--- config.mk ---
export PLATFORM = sky130hd
export DESIGN_NAME = alu_control_seq
export DESIGN_NICKNAME = d
export VERILOG_FILES = /design/src/rtl/alu_control_seq.sv
export SDC_FILE = /design/constraint.sdc
export NUM_CORES = 1
export LEC_CHECK = 0
export ABC_AREA = 1
export ABC_CLOCK_PERIOD_IN_PS = 3700
export CORE_MARGIN = 2
export CORE_UTILIZATION = 54
export CTS_CLUSTER_DIAMETER = 80
export CTS_CLUSTER_SIZE = 40
export DETAILED_ROUTE_END_ITERATION = 7
export GPL_ROUTABILITY_DRIVEN = 0
export PLACE_DENSITY = 0.82
export SETUP_SLACK_MARGIN = 0.15
export SYNTH_ARGS = -nofsm -noshare
export SYNTH_HDL_FRONTEND = slang
export SYNTH_SLANG_ARGS = --single-unit
--- constraint.sdc ---
create_clock -name clk -period 3.7 [get_ports clk]
set_clock_uncertainty 0.1 [all_clocks]
set_input_delay 0.74 -clock clk [delete_from_list [all_inputs] [get_ports clk]]
set_output_delay 0.74 -clock clk [all_outputs]
set_load 0.03 [all_outputs]
--- src/rtl/alu_control_seq.sv ---
// Registered, handshaked ALU-control decoder with multi-cycle MULT/DIV sequencing.
// Optional macro ALU_CTRL_ILLEGAL_TRAP_EN: undefined funcs yield NOP plus a sticky illegal flag.
//
// state | meaning
// IDLE  | waiting for a request, in_ready=1
// MULTI | MULT/DIV in progress, counter running, muldiv_busy=1
// OUT   | control word presented with out_valid=1 until taken
module alu_control_seq #(
  parameter int CTRL_W        = 4,
  parameter int FUNC_W        = 6,
  parameter int MULDIV_CYCLES = 32
) (
  input  logic              clk,
  input  logic              rst_n,
  input  logic              in_valid,
  output logic              in_ready,
  input  logic [1:0]        alu_op,
  input  logic [FUNC_W-1:0] func,
  output logic              out_valid,
  input  logic              out_ready,
  output logic [CTRL_W-1:0] alu_control,
  output logic              muldiv_busy,
  output logic              illegal
);

`ifdef ALU_CTRL_ILLEGAL_TRAP_EN
  localparam bit TRAP_EN = 1'b1;
`else
  localparam bit TRAP_EN = 1'b0;
`endif

  localparam logic [3:0] W_AND  = 4'b0000;
  localparam logic [3:0] W_OR   = 4'b0001;
  localparam logic [3:0] W_ADD  = 4'b0010;
  localparam logic [3:0] W_SUB  = 4'b0011;
  localparam logic [3:0] W_XOR  = 4'b0100;
  localparam logic [3:0] W_NOR  = 4'b0101;
  localparam logic [3:0] W_SLT  = 4'b0110;
  localparam logic [3:0] W_SLL  = 4'b0111;
  localparam logic [3:0] W_SRL  = 4'b1000;
  localparam logic [3:0] W_SRA  = 4'b1001;
  localparam logic [3:0] W_MULT = 4'b1010;
  localparam logic [3:0] W_DIV  = 4'b1011;
  localparam logic [3:0] W_NOP  = 4'b1111;

  localparam logic [7:0] CNT_INIT = 8'(MULDIV_CYCLES);

  typedef enum logic [1:0] {S_IDLE, S_MULTI, S_OUT} state_t;

  state_t      state_q, state_d;
  logic [3:0]  ctrl_q, ctrl_d;
  logic        out_valid_q, out_valid_d;
  logic        busy_q, busy_d;
  logic        illegal_q, illegal_d;
  logic [7:0]  cnt_q, cnt_d;

  logic [5:0]  f6;
  logic [3:0]  dec_word;
  logic        dec_illegal;
  logic        dec_muldiv;
  logic        ready_c;

  assign f6 = 6'(func);

  always_comb begin
    dec_word    = W_NOP;
    dec_illegal = 1'b0;
    dec_muldiv  = 1'b0;
    unique case (alu_op)
      2'b00: dec_word = W_ADD;
      2'b01: dec_word = W_SUB;
      2'b11: dec_word = W_OR;
      default: begin
        case (f6)
          6'b100000, 6'b100001: dec_word = W_ADD;
          6'b100010, 6'b100011: dec_word = W_SUB;
          6'b100100: dec_word = W_AND;
          6'b100101: dec_word = W_OR;
          6'b100110: dec_word = W_XOR;
          6'b100111: dec_word = W_NOR;
          6'b101010: dec_word = W_SLT;
          6'b000000: dec_word = W_SLL;
          6'b000010: dec_word = W_SRL;
          6'b000011: dec_word = W_SRA;
          6'b011000, 6'b011001: begin
            dec_word   = W_MULT;
            dec_muldiv = 1'b1;
          end
          6'b011010, 6'b011011: begin
            dec_word   = W_DIV;
            dec_muldiv = 1'b1;
          end
          default: begin
            dec_illegal = 1'b1;
            dec_word    = TRAP_EN ? W_NOP : W_ADD;
          end
        endcase
      end
    endcase
  end

  always_comb begin
    state_d     = state_q;
    ctrl_d      = ctrl_q;
    out_valid_d = out_valid_q;
    busy_d      = busy_q;
    illegal_d   = illegal_q;
    cnt_d       = cnt_q;
    ready_c     = 1'b0;

    case (state_q)
      S_IDLE: ready_c = 1'b1;
      S_MULTI: begin
        if (cnt_q == 8'd1) begin
          cnt_d       = 8'd0;
          busy_d      = 1'b0;
          out_valid_d = 1'b1;
          state_d     = S_OUT;
        end else begin
          cnt_d = cnt_q - 8'd1;
        end
      end
      S_OUT: begin
        ready_c = out_ready;
        if (out_ready) begin
          out_valid_d = 1'b0;
          state_d     = S_IDLE;
        end
      end
      default: state_d = S_IDLE;
    endcase

    // An accept overrides the handoff-to-IDLE path so back-to-back requests have no gap.
    if (in_valid && ready_c) begin
      ctrl_d    = dec_word;
      illegal_d = TRAP_EN & dec_illegal;
      if (dec_muldiv) begin
        cnt_d       = CNT_INIT;
        busy_d      = 1'b1;
        out_valid_d = 1'b0;
        state_d     = S_MULTI;
      end else begin
        out_valid_d = 1'b1;
        state_d     = S_OUT;
      end
    end
  end

  always_ff @(posedge clk or negedge rst_n) begin
    if (!rst_n) begin
      state_q     <= S_IDLE;
      ctrl_q      <= W_NOP;
      out_valid_q <= 1'b0;
      busy_q      <= 1'b0;
      illegal_q   <= 1'b0;
      cnt_q       <= 8'd0;
    end else begin
      state_q     <= state_d;
      ctrl_q      <= ctrl_d;
      out_valid_q <= out_valid_d;
      busy_q      <= busy_d;
      illegal_q   <= illegal_d;
      cnt_q       <= cnt_d;
    end
  end

  assign in_ready    = rst_n & ready_c;
  assign out_valid   = out_valid_q;
  assign muldiv_busy = busy_q;
  assign illegal     = illegal_q;
  assign alu_control = CTRL_W'(ctrl_q);

endmodule

==> flow_summary.yaml, run 1 <==
logic_synthesis:
  syn-num-nets: 154
  synth_top_area_share_pct: 28.5
  syn_area_per_cell_sq_um: 7.53
  ys_types: 31
  yosysWarnings: 0
  synth_area_leaders: "dfrtp_1, dfstp_2, nand2_1"
  ys_ff_latch: 16
  netlist_top_cells_count: "nand2_1, nor2_1, inv_1, dfrtp_1, nand3_1"
  synth_async_sr_flop_share_pct: 100
  netlist_area_sq_um: 1050
  yosysSeqAreaShare_pct: 38.5
  syn_inst: 140
  synth-main-ff-cell: "dfrtp_1"
  synth_top_area_cell: "dfrtp_1"
  synthMostInstantiatedCell: "nand2_1"
  synth_edf_count: 0
sta:
  whs_ps: 376
  hold_viol_final: 0
  setup_viol: 0
  max_freq_mhz: 332
  rsz0062_at_grt: "false"
  fin_crit_sh_pct: 81.5
  finalSetupTns_ps: 0
  fin_ws_ps: 684
  final-max-slew-violation-count: 0
  min_period_ps: 3020
routing:
  drt-total-wl_microns: 1990
  wl_per_cell_microns: 10.6
  drc: 0
  drtPass1Iterations: 4
  via_per_inst: 4.89
  dr_wl_met2_microns: 954
  routed.top_layer: "met4"
  drt-met1-wl_microns: 951
  postRouteAntennaNets: 0
  dr_total_vias: 914
  drt_iter0_drc: 10
  wl_met3_microns: 50
floorplanning:
  chipWidth_microns: 48.2
  die_area_sq_um: 2320
  start_util_pct: 59.1
  pin_count: 20
  core_area_sq_um: 1780
  rows: 15
  die_y_microns: 48.2
finish:
  areaGrowthSynthToFinish_pct: 23.5
  drive_gt1_share_pct: 19.1
  fillCellCount: 144
  nets: 177
  diodes: 0
power_and_ir_drop:
  irDropWorstVdd_mv: 0.290
  pwr-share-seq_pct: 39.6
  power_frac_comb_pct: 42.7
  power_frac_clock_pct: 17.7
  power_switching_uw: 263
  p_int_uw: 404
  switching_share_pct: 39.4
  pwr_density_cell_nw_per_um2: 513
  p_leak_uw: 0.000670
worst_hold_path:
  hold_path_startpoint: "alu_control[3]"
  hold_depth: 2
  hold_class: "reg -> reg"
  whs_endpoint: "alu_control[3]"
clock_tree:
  cts_tree: "yes"
  h-tree-depth: 1
  cts.hold.buffers_added: 0
  cts.reportedPaths.clkPinSlew_ps: 90
  cts_made_buffers: 3
  cts.sinks: 16
  insertion_delay_ps: 290
  post_cts_buffers: 0
  postCtsResizedCells: 0
  clock_path_buffers: 2
  root_buffer: "clkbuf_4"
setup_path:
  r2r_setup_slack_ps: 2220
  end_kind: "output port"
  rr_worst_depth: 9
  crit_top_cell: "clkdlybuf4s50_1"
  path_cells: "clkdlybuf4s50_1 > inv_1 > nand2_2 > nand2_4 > nor2_1 > clkdlybuf4s50_1"
  slowest_delay_ps: 680
  path_delay_family: "buffers and inverters"
  rr_startpoint: "cnt_q[1]"
  crit_slowest_cell: "clkdlybuf4s50_1"
  crit_arrival_ps: 2180
  worstSetupPathType: "in -> out"
  worstPathRequired_ps: 2860
  reg2reg_to: "cnt_q[4]"
  crit_fanout: 3
  start_kind: "primary input"
  cp_num_buf_inv: 3
grt:
  grt_pass1_vias: 884
  grt_first_pass_wirelength_microns: 3450
  antenna_found_initial: 0
  track_usage_pct: 21.4
  grt_max_degree: 17
  grt_overflow: 0
outcome:
  status: "finished clean"
place:
  numPortBuffers: 18
  pre_cts_ws_ps: 647
  place_hpwl_microns: 1620
run:
  max_cap_viol_count: 0
==> layer usage <==
layer	vias to the layer above	GRT usage (%)
met5	-	0
met4	0	9.73
met3	5	3.70
met2	22	36.6
met1	416	26.0
li1	471	-
==> worst max-delay path by stage <==
stage / startpoint / to / slack (ps) / cells after the start
after floorplan: out_ready / in_ready / 1530 / 4
after global placement: out_ready / in_ready / 720 / 6
after detailed placement: out_ready / in_ready / 650 / 6
after CTS: out_ready / in_ready / 650 / 6
after global routing: out_ready / in_ready / 580 / 6
final: out_ready / in_ready / 680 / 6
==> tightest hold or removal path, delay by kind of cell, from the launching register on <==
family           cells  cell delay, ps
DFF                  1             380
and+or+nand+nor      2             100
==> registers in the layout, indices dropped and copies added (netlist names) <==
register     flops
cnt_q            8
alu_control      4
state_q          2
muldiv_busy      1
out_valid        1
==> cell families (layout without fill, tap and decap cells) <==
| logic type | after synthesis | in the layout | synth area share (%) |
|---|---|---|---|
| flops | 16 | 16 | 38.5 |
| fa+ha+maj | 2 | 2 | 2.37 |
| simple gates | 73 | 73 | 34.7 |
| buf+inv | 28 | 50 | 10.3 |
| xor+xnor | 6 | 6 | 4.99 |
| other cells | 1 | 1 | 0.356 |
| compound gates | 14 | 14 | 8.79 |
==> power by group through the flow <==
stage / sequential [uW] / combinational, uW / clock, uW
3_3_place_gp: 266 / 278 / 0
2_1_floorplan: 290 / 180 / 0
3_5_place_dp: 268 / 287 / 0
5_1_grt: 269 / 323 / 126
6_report: 264 / 285 / 118
4_1_cts: 265 / 289 / 120
==> metrics by stage <==
stage | utilization, % | area (sq um) | power (uW) | cells
2_1_floorplan | - | 1050 | 470 | 140
3_3_place_gp | 70.9 | 1260 | 543 | 183
3_5_place_dp | 70.9 | 1260 | 556 | 183
4_1_cts | 73.0 | 1300 | 673 | 187
5_1_grt | 73.0 | 1300 | 718 | 187
6_report | 73.0 | 1300 | 667 | 187
==> placed cells by master, fill, tap and decap left out, drive strengths merged, types with 4 or more instances in the layout <==
master,n
nor2,31
nand2,28
inv,26
clkdlybuf4s50,18
dfrtp,12
nand3,10
o21ai,6
xor2,4
dfstp,4
clkbuf,4
==> layout make-up <==
type / count / area [sq um] / share of cell area (%)
sequential: 16 / 405 / 31.2
timing repair buffer: 19 / 188 / 14.4
tap: 25 / 31.3 / 2.40
multi-input combinational: 96 / 539 / 41.4
clock buffer: 4 / 36.3 / 2.79
inverter: 27 / 101 / 7.79
No activity file was read; power rests on OpenSTA's default activity.
==> run 2: changes to the inputs <==
ABC_CLOCK_PERIOD_IN_PS = 2400   (was 3700)
CORE_UTILIZATION = 46   (was 54)
PLACE_DENSITY = 0.75   (was 0.82)
clock period = 2.4 ns   (was 3.7 ns; I/O delays follow)
==> run 2 against run 1 <==
Register-to-register slack got worse by 1400 ps. Clock power is 55% higher. Sequential share of layout area is essentially flat. Critical path depth is 5 lower. Flip-flop and latch count did not move. Largest power group unchanged.
==> flow_summary.yaml, run 2 (same netlist as run 1, synthesis figures left out) <==
grt:
  grt_pass1_vias: 833
  grt_overflow: 0
  grt_first_pass_wirelength_microns: 3190
  grt_max_degree: 17
  track_usage_pct: 15.8
  antenna_found_initial: 0
finish:
  final_cell_mix: "nand2_1, nor2_1, inv_1"
  drive_gt1_share_pct: 19.8
  nets: 177
  diodes: 0
  largest_reg_flops: 8
  final_common_cell: "nand2_1"
  fin_util_pct: 59.5
  areaGrowthSynthToFinish_pct: 23.6
  regMostFlops: "cnt_q"
setup_path:
  path_cells: "clkdlybuf4s50_1"
  end_kind: "output port"
  slowest_delay_ps: 670
  worstPathRequired_ps: 1820
  path_delay_family: "buffers and inverters"
  reg2reg_to: "cnt_q[4]"
  rr_worst_depth: 9
  worstSetupPathType: "reg -> out"
  crit_fanout: 2
  r2r_setup_slack_ps: 870
  rr_startpoint: "cnt_q[1]"
  cp_num_buf_inv: 1
  crit_arrival_ps: 1510
  start_kind: "flip-flop"
  crit_slowest_cell: "clkdlybuf4s50_1"
floorplanning:
  die_y_microns: 51.9
  start_util_pct: 48.1
  core_area_sq_um: 2190
  die_area_sq_um: 2690
  rows: 17
  pin_count: 20
  chipWidth_microns: 51.9
power_and_ir_drop:
  pwr_density_cell_nw_per_um2: 785
  p_total_uw: 1020
  irDropWorstVdd_mv: 0.381
  p_leak_uw: 0.000671
sta:
  max_freq_mhz: 478
  min_period_ps: 2090
  finalSetupTns_ps: 0
  rsz0062_at_grt: "false"
  setup_viol: 0
  whs_ps: 375
  final-max-slew-violation-count: 0
  fin_crit_sh_pct: 87.1
  hold_viol_final: 0
clock_tree:
  clock_path_buffers: 2
  cts.hold.buffers_added: 0
  cts.reportedPaths.clkPinSlew_ps: 100
  cts_tree: "yes"
  cts.sinks: 16
  post_cts_buffers: 0
  insertion_delay_ps: 290
  cts_made_buffers: 3
  postCtsResizedCells: 0
  root_buffer: "clkbuf_4"
  h-tree-depth: 1
place:
  place_hpwl_microns: 1520
  numPortBuffers: 18
routing:
  drtPass1Iterations: 4
  dr_total_vias: 905
  wl_per_cell_microns: 9.74
  via_per_inst: 4.76
  postRouteAntennaNets: 0
  drt-total-wl_microns: 1850
  drt_iter0_drc: 10
  drc: 0
worst_hold_path:
  hold_class: "reg -> reg"
  hold_depth: 2
  whs_endpoint: "alu_control[3]"
  hold_path_startpoint: "alu_control[3]"
run:
  max_cap_viol_count: 0
outcome:
  status: "finished clean"
run 2: cell count changes in the layout (fill, tap and decap cells not counted):
cell	delta
buf_4	+1
clkdlybuf4s50_1	-1
run 2: area by class of cell:
| cell class | instances | area (sq um) |
|---|---|---|
| fillers | 193 | 888 |
| well taps | 28 | 35.0 |
| multi-input cells | 96 | 539 |
| flip-flops and latches | 16 | 405 |
| clock buffers | 4 | 36.3 |
| inverters | 27 | 101 |
| repair buffers | 19 | 185 |
run 2: metrics by stage:
step	cells	instance area [sq um]	setup WS, ps
floorplan	140	1050	753
CTS	190	1300	301
detailed placement	186	1270	443
finish	190	1300	310
global placement	186	1270	453
global route	190	1300	269
run 2: layer usage:
| layer | track usage [%] | vias up | routed length (microns) |
|---|---|---|---|
| li1 | - | 473 | - |
| met1 | 16.8 | 409 | 810 |
| met2 | 29.5 | 18 | 920 |
| met3 | 2.01 | 5 | 80 |
| met4 | 8.77 | 0 | 38 |
| met5 | 0 | - | 0 |
run 2: worst max path at each step:
| stage | startpoint | slack, ps | endpoint | depth (start not counted) |
|---|---|---|---|---|
| floorplan | out_ready | 750 | in_ready | 4 |
| global placement | out_ready | 450 | in_ready | 6 |
| detailed placement | out_ready | 440 | in_ready | 6 |
| CTS | alu_control[0] | 300 | alu_control[0] | 1 |
| global route | alu_control[1] | 270 | alu_control[1] | 1 |
| finish | alu_control[0] | 310 | alu_control[0] | 1 |
run 2: where the power goes:
group | leakage (uW) | total, uW | internal (uW) | switching (uW)
registers | 0.000192 | 408 | 346 | 62.2
clock network | 0.0000210 | 183 | 92.5 | 90.4
logic | 0.000458 | 431 | 183 | 248
==> run 3: changes to the inputs <==
SETUP_SLACK_MARGIN = 0.2   (was 0.15)
==> results of run 3 <==
Final layout, timing and power as in run 2 (identical DEF).
